===== config.mk =====
export PLATFORM = sky130hd
export DESIGN_NAME = alp_issue_unit
export DESIGN_NICKNAME = d
export VERILOG_FILES = /design/src/rtl/alp_issue_pkg.sv /design/src/rtl/alp_cmd_fifo.sv /design/src/rtl/alp_issue_unit.sv
export SDC_FILE = /design/constraint.sdc
export NUM_CORES = 1
export LEC_CHECK = 0
export BUFFER_PORTS_ARGS = -buffer_cell sky130_fd_sc_hd__buf_2
export CORE_MARGIN = 10
export CORE_UTILIZATION = 37
export CTS_CLUSTER_DIAMETER = 80
export DETAILED_ROUTE_END_ITERATION = 10
export SLEW_MARGIN = 15
export SYNTH_ARGS = -nofsm -noshare
export SYNTH_HDL_FRONTEND = slang
export SYNTH_SLANG_ARGS = --single-unit

===== constraint.sdc =====
create_clock -name CLK -period 1.8 [get_ports CLK]
set_clock_uncertainty 0.1 [all_clocks]
set_input_delay 0.27 -clock CLK [delete_from_list [all_inputs] [get_ports CLK]]
set_output_delay 0.27 -clock CLK [all_outputs]
set_load 0.05 [all_outputs]

===== src/rtl/alp_issue_pkg.sv =====
// Shared definitions for the ALP command issue stage: FSM encoding, opcodes, default widths.
package alp_issue_pkg;

  localparam int unsigned W_DEF = 4;
  localparam int unsigned OP_W  = 3;

  typedef enum logic [2:0] {
    ST_IDLE    = 3'd0,
    ST_LOAD    = 3'd1,
    ST_START   = 3'd2,
    ST_WAIT    = 3'd3,
    ST_ABORT   = 3'd4,
    ST_RELEASE = 3'd5
  } state_t;

  localparam logic [OP_W-1:0] OP_ADD = 3'b000;
  localparam logic [OP_W-1:0] OP_SUB = 3'b001;
  localparam logic [OP_W-1:0] OP_MUL = 3'b010;
  localparam logic [OP_W-1:0] OP_DIV = 3'b011;

endpackage


===== src/rtl/alp_cmd_fifo.sv =====
// Command FIFO: DEPTH entries of {op, a, b}; pointers carry one wrap bit for full/empty.
module alp_cmd_fifo
  import alp_issue_pkg::*;
#(
  parameter int unsigned W     = W_DEF,
  parameter int unsigned DEPTH = 4
) (
  input  logic                  CLK,
  input  logic                  CLR,
  input  logic                  push,
  input  logic                  pop,
  input  logic [OP_W+2*W-1:0]   wdata,
  output logic [OP_W+2*W-1:0]   rdata,
  output logic                  full,
  output logic                  empty
);

  localparam int unsigned DW = OP_W + 2 * W;
  localparam int unsigned AW = $clog2(DEPTH);

  logic [DW-1:0] mem [DEPTH];
  logic [AW:0]   wr_ptr;
  logic [AW:0]   rd_ptr;
  logic          push_ok;
  logic          pop_ok;

  assign push_ok = push && !full;
  assign pop_ok  = pop && !empty;

  assign empty = (wr_ptr == rd_ptr);
  assign full  = (wr_ptr[AW] != rd_ptr[AW]) && (wr_ptr[AW-1:0] == rd_ptr[AW-1:0]);
  assign rdata = mem[rd_ptr[AW-1:0]];

  always_ff @(posedge CLK or posedge CLR) begin
    if (CLR) begin
      wr_ptr <= '0;
      rd_ptr <= '0;
    end else begin
      if (push_ok) wr_ptr <= wr_ptr + (AW+1)'(1);
      if (pop_ok)  rd_ptr <= rd_ptr + (AW+1)'(1);
    end
  end

  // Storage needs no reset: entries are only read after being written.
  always_ff @(posedge CLK) begin
    if (push_ok) mem[wr_ptr[AW-1:0]] <= wdata;
  end

endmodule


===== src/rtl/alp_issue_unit.sv =====
// Issue stage ahead of the ALP controller: buffers commands, sequences LOAD/COMP,
// captures the result on done (Ready low), releases the controller, and aborts on watchdog expiry.
module alp_issue_unit
  import alp_issue_pkg::*;
#(
  parameter int unsigned W       = W_DEF,
  parameter int unsigned DEPTH   = 4,
  parameter int unsigned TIMEOUT = 64
) (
  input  logic            CLK,
  input  logic            CLR,
  input  logic            cmd_valid,
  output logic            cmd_ready,
  input  logic [OP_W-1:0] cmd_op,
  input  logic [W-1:0]    cmd_a,
  input  logic [W-1:0]    cmd_b,
  output logic            LOAD,
  output logic            COMP,
  output logic [OP_W-1:0] OP,
  output logic [W-1:0]    DataA,
  output logic [W-1:0]    DataB,
  output logic            CtlCLR,
  input  logic            Ready,
  input  logic            ERR,
  input  logic [W-1:0]    R0,
  input  logic [W-1:0]    R1,
  output logic            res_valid,
  input  logic            res_ready,
  output logic [W-1:0]    res_hi,
  output logic [W-1:0]    res_lo,
  output logic [OP_W-1:0] res_op,
  output logic            res_err,
  output logic            res_timeout
);

  localparam int unsigned DW  = OP_W + 2 * W;
  localparam int unsigned WDW = $clog2(TIMEOUT);
  localparam logic [WDW-1:0] WD_LAST = WDW'(TIMEOUT - 1);

  state_t          state;
  state_t          state_nx;
  logic [DW-1:0]   fifo_rdata;
  logic            fifo_full;
  logic            fifo_empty;
  logic            fifo_pop;
  logic [OP_W-1:0] iss_op;
  logic [W-1:0]    iss_a;
  logic [W-1:0]    iss_b;
  logic [WDW-1:0]  wd_cnt;

  assign cmd_ready = !fifo_full;
  assign OP        = iss_op;

  alp_cmd_fifo #(.W(W), .DEPTH(DEPTH)) u_fifo (
    .CLK   (CLK),
    .CLR   (CLR),
    .push  (cmd_valid),
    .pop   (fifo_pop),
    .wdata ({cmd_op, cmd_a, cmd_b}),
    .rdata (fifo_rdata),
    .full  (fifo_full),
    .empty (fifo_empty)
  );

  always_ff @(posedge CLK or posedge CLR) begin
    if (CLR) state <= ST_IDLE;
    else     state <= state_nx;
  end

  // Next state and controller strobes; strobes depend on state and issue register only.
  always_comb begin
    state_nx = state;
    fifo_pop = 1'b0;
    LOAD     = 1'b0;
    COMP     = 1'b0;
    CtlCLR   = 1'b0;
    DataA    = '0;
    DataB    = '0;
    case (state)
      ST_IDLE: begin
        if (!fifo_empty && !res_valid) begin
          state_nx = ST_LOAD;
          fifo_pop = 1'b1;
        end
      end
      ST_LOAD: begin
        LOAD     = 1'b1;
        DataA    = iss_a;
        DataB    = iss_b;
        state_nx = ST_START;
      end
      ST_START: begin
        COMP     = 1'b1;
        state_nx = ST_WAIT;
      end
      ST_WAIT: begin
        if (!Ready)                 state_nx = ST_RELEASE;
        else if (wd_cnt == WD_LAST) state_nx = ST_ABORT;
      end
      ST_ABORT: begin
        CtlCLR   = 1'b1;
        state_nx = ST_IDLE;
      end
      ST_RELEASE: begin
        LOAD     = 1'b1;
        state_nx = ST_IDLE;
      end
      default: state_nx = ST_IDLE;
    endcase
  end

  always_ff @(posedge CLK or posedge CLR) begin
    if (CLR) begin
      iss_op <= OP_ADD;
      iss_a  <= '0;
      iss_b  <= '0;
    end else if (fifo_pop) begin
      {iss_op, iss_a, iss_b} <= fifo_rdata;
    end
  end

  // Watchdog saturates at its last value; expiry is handled by the FSM.
  always_ff @(posedge CLK or posedge CLR) begin
    if (CLR)                                    wd_cnt <= '0;
    else if (state == ST_START)                 wd_cnt <= '0;
    else if (state == ST_WAIT && wd_cnt != WD_LAST) wd_cnt <= wd_cnt + WDW'(1);
  end

  // A result is only produced while res_valid is low, so capture never collides with accept.
  always_ff @(posedge CLK or posedge CLR) begin
    if (CLR) begin
      res_valid   <= 1'b0;
      res_hi      <= '0;
      res_lo      <= '0;
      res_op      <= '0;
      res_err     <= 1'b0;
      res_timeout <= 1'b0;
    end else begin
      if (res_valid && res_ready) res_valid <= 1'b0;
      if (state == ST_WAIT && !Ready) begin
        res_valid   <= 1'b1;
        res_hi      <= R1;
        res_lo      <= R0;
        res_op      <= iss_op;
        res_err     <= ERR;
        res_timeout <= 1'b0;
      end else if (state == ST_ABORT) begin
        res_valid   <= 1'b1;
        res_hi      <= '0;
        res_lo      <= '0;
        res_op      <= iss_op;
        res_err     <= 1'b1;
        res_timeout <= 1'b1;
      end
    end
  end

endmodule

# Word level (Yosys, flattened, before mapping)
# Memories as Yosys holds them, arrays and structs flattened. A register that Yosys moved wholly into a read port is not among the register bits.
# Cells that the tools add are included.
# classes
reduce_logical,17
n_addsub,3
mux,26
eq_ne,12
# op_table
operator,n
4-bit 2-to-1 mux,5
3-bit 2-to-1 mux,5
1-bit 2-to-1 mux,13
6-bit 2-to-1 mux,2
3-bit case mux with 4 select lines,1
1-bit logical AND,7
"3-bit by 1-bit adder with 3-bit output, second input constant",2
"6-bit by 1-bit adder with 6-bit output, second input constant",1
"3-bit by 2-bit == test with 1-bit output, second input constant",2
"3-bit == test, second input constant",2
"6-bit == test, second input constant",1
"6-bit != test, second input constant",1
1-bit zero test,4
2-bit nonzero test,2
"3-bit by 1-bit == test with 1-bit output, second input constant",1
3-bit == test,1
3-bit zero test,1
"3-bit != test, second input constant",1
3-bit nonzero test,1
2-bit == test,1
"2-bit != test, second input constant",1
2-bit AND reduction,1
2-bit OR reduction,1
1-bit != test,1
# totals
inputBits,25
output_inout_bits,29
memories,1
ram_bits,44
elab_cells,69
ff_bits,29
# mem_list
name,words,word_bits,rd,rd_ports_with_merged_regs,wr,line_no,rtl
u_fifo.mem,4,11,1,1,1,alp_cmd_fifo.sv:21,logic [DW-1:0] mem [DEPTH];

# Depth between registers and ports, before layout
# depth
word_depth,6
depth_mapped,5

# Cells and area by module
# A second synthesis with hierarchy kept.
# hier_totals
hier_cells,235
area_unflattened_um2,3612.2
# by_module_without_submodules
mod,seq_area_each_um2,n_inst,cells_per_inst,area_per_inst_um2
alp_cmd_fifo,1471.4,1,108,2109.5
alp_issue_unit,850.8,1,127,1502.7

# Worst setup path before layout
# Ideal clock, no wire load.
# synth_path
path_kind,register to output
start,register state[1]
end,output DataA[0]
slack_ns,-0.475
path_buffers,0
arrival_ns,1.905
path_stages_with_launch,4
cell_sequence,dfrtp_1 -> nor2b_1 -> and2b_1 -> and2_1
# synth_between
elab_chain_cells,2
# synth_lines
element,line_no,rtl
"start, declared",alp_issue_unit.sv:40,state_t state;
"start signal, assigned",alp_issue_unit.sv:67,else state <= state_nx;
3-bit by 1-bit == test with 1-bit output,alp_issue_unit.sv:79,case (state)
4-bit 2-to-1 mux,alp_issue_unit.sv:79,
"end, declared",alp_issue_unit.sv:20,"output logic [W-1:0] DataA,"
# Every way passes these cells.

# Final worst setup path
# layout_path
start,register state[1]
end,register iss_a[3] (read register of u_fifo.mem)
# layout_between
elab_chain_cells,2
# layout_lines
element,line_no,rtl
3-bit zero test,alp_issue_unit.sv:79,
1-bit 2-to-1 mux,alp_issue_unit.sv:79,
"end, declared",alp_issue_unit.sv:47,logic [W-1:0] iss_a;
# Every way passes these cells.
# A chain may end at the register's enable or synchronous reset.

==> flow_summary.ini <==
[outcome]
outcome = complete, but fails checks
violations = setup timing

[drt]
viasPerCell = 4.823
dr_total_vias = 2175
wl_per_cell_um = 16.67
ant_nets = 0
dr.pass1.iters = 6
routed_wl_um = 7518
dr.first_iter.drc_count = 88
post-route-drc-count = 0

[layout]
final_util_pct = 52.11
fin_cells = 451
multi_input_area_um2 = 1264
drive_above_1_share_pct = 53.11
syn_to_final_growth_pct = 36.50
diodes = 0
seq_area_um2 = 2326
fillCellCount = 782
final_nets = 348

[logic_synthesis]
ys_seq_elements = 84
ys_seq_area_share_pct = 65.84
syn_area_per_cell_um2 = 16.33
syn_nets = 247
yosys_warnings = 0
synth_area_um2 = 3527
synthFlopType = edfxtp_1
syn_inst = 216
async_reset_ff_share_pct = 47.62
synth-edff-count = 44
synth_cell_types = 42

[grt]
grt_max_degree = 19
first_global_vias = 2264
antenna_found_initial = 0
grt_pass1_wl_um = 11990
grt_overflow = 0
track_usage_pct = 10.69

[run]
max_cap_viol_count = 0

[critical_path]
critical_path_buf_inv_count = 2
path_class = reg2reg
cp_max_fo = 7
crit_path_cell_trace = buf_4 > or4_4 > a31oi_4 > buf_8 > mux2_4
max_stage_delay_ns = 0.50
worstPathRequired_ns = 1.94
cp_top_family = simple AND/OR/NAND/NOR gates
startpoint_type = flip-flop
crit_path_end_kind = flip-flop
crit_slowest_cell = or4_4
arrival_ns = 2.10

[sta]
max_clock_freq_ghz = 0.5100
worstMarginPinSlew_ns = 0.4595
finalSetupViolations = 22
worst_slack_ns = -0.1607
fin_setup_tns_ns = -2.764
timing_hold_violations_final = 0
fin_crit_sh_pct = 108.9
fin_crit_ns = 1.961
finalMaxSlewViolations = 0
rsz0062_at_grt = yes
max_slew_margin_pct = 69.33

[pwr]
clock_power_share_pct = 14.2
p_int_mw = 5.575
p_leak_nw = 2.036
swShare_pct = 40.23
total_power_mw = 9.327
power.switching_mw = 3.752
peakVddDrop_mv = 0.7980
combPwrFrac_pct = 52.9
power_density_nw_per_um2 = 1937
p_seq_share_pct = 32.9

[floorplan]
core-area_um2 = 9240
initial_core_util_pct = 38.17
die_x_um = 117.6
row_count = 35
pin_count = 54
die_h_um = 117.6
dieArea_um2 = 13840

[clocking]
cts-root-buf = clkbuf_8
htree_levels = 3
cts_buffers = 9
clk_latency_ns = 0.36
numClockSinks = 84
cts_tree = done
cts_buffer_depth = 2
clkTransAtPathRegs_ns = 0.10

[place]
dp.cells = 413
dp_hpwl_um = 5214
io_buffer_count = 53
gp_congestion = 0.7198
dp_slack_ns = -0.04442

[worst_hold_path]
hp-class = in2reg
metrics by stage:
stage	hold WS (ns)	cell area, um^2
after global routing	0.0006093	4815
after detailed placement	0.2090	4183
after global placement	0.2079	4183
final	0.01152	4815
after floorplan	0.2628	3570
after CTS	0.002312	4646
area by class of cell:
class,count,share of cell area (%)
clock buffer,9,2.573
clock inverter,7,1.585
inverter,12,0.9356
multi-input combinational,111,26.25
sequential,84,48.31
tap,129,3.352
timing repair buffer,99,17.00
per-layer routing:
layer / up-vias / global-route usage, % / wire (um)
met5: - / 0 / 0
met1: 1105 / 13.09 / 3329
met4: 0 / 2.859 / 57
met3: 6 / 4.173 / 360
met2: 48 / 17.17 / 3770
li1: 1016 / - / -
cell families (layout without fill, tap and decap cells):
family	Yosys count	in the layout	share of synthesized area [%]
AND/OR/NAND/NOR	35	35	6.208
XOR/XNOR	8	8	1.986
multiplexers	29	29	13.66
adder cells (fa/ha/maj)	6	6	2.128
flip-flops	84	84	65.84
AO/OA/AOI/OAI	33	33	7.308
buffers and inverters	21	127	2.873
cells in the final DEF (no fill, tap or decap), drive strengths merged, types with 2 or more instances in the layout:
cell type,n
buf,96
dfrtp,40
nor3,2
xnor2,4
and2b,2
o21ai,4
xor2,4
mux2,16
a22o,9
a2bb2oi,2
nor2b,2
a21o,2
clkinv,3
clkbuf,9
and2,13
nand3b,2
nand4,3
a21oi,3
nor2,3
nand2,2
inv,16
a311oi,2
dlygate4sd3,3
edfxtp,44
mux2i,2
a31oi,6
mux4,11
ha,6
path summary, 6_finish.rpt:
kind,from,endpoint,slack [ns],depth (start not counted)
min in group asynchronous,CLR,state[1],0.36,3
max in group asynchronous,CLR,u_fifo.wr_ptr[1],0.62,4
hold / removal,res_ready,res_valid,0.01,2
setup / recovery,state[1],iss_a[3],-0.16,5
hold reg to reg,res_timeout,res_timeout,0.38,1
setup reg to reg,state[1],iss_a[3],-0.16,5
flip-flops by register name (all words and copies together), names as in the netlist, 3 cells and up:
signal / cells
res_lo: 4
u_fifo.rd_ptr: 3
wd_cnt: 6
u_fifo.wr_ptr: 3
iss_a: 4
iss_b: 4
state: 3
res_hi: 4
res_op: 3
OP: 3
u_fifo.mem: 44
power groups by stage:
stage | registers [mW] | clock network, mW | logic (mW)
floorplan | 3.64 | 0 | 2.20
global placement | 3.02 | 0 | 4.00
detailed placement | 3.05 | 0 | 4.05
CTS | 3.04 | 1.37 | 4.59
global route | 3.14 | 1.46 | 5.26
finish | 3.07 | 1.32 | 4.94
Yosys cell counts, drive strengths merged (4+ instances only):
cell type / number / area share (%)
xnor2: 4 / 0.99
and2: 13 / 2.3
edfxtp: 44 / 37
clkbuf: 5 / 0.53
o21ai: 4 / 0.57
a22o: 9 / 2.2
buf: 4 / 1.1
ha: 6 / 2.1
dfrtp: 40 / 28
mux4: 11 / 7.0
xor2: 4 / 0.99
mux2: 16 / 6.1
inv: 12 / 1.3
a31oi: 6 / 1.5
timing repair:
action,4_1_cts,5_1_grt
hold endpoints to repair,9,8
setup endpoints to repair,24,49
gates resized for setup,48,30
buffers inserted,9,12
hold buffers,1,2
cloned,1,0
pin swaps,5,15
Note: power is estimated with default switching activity, not from simulation.
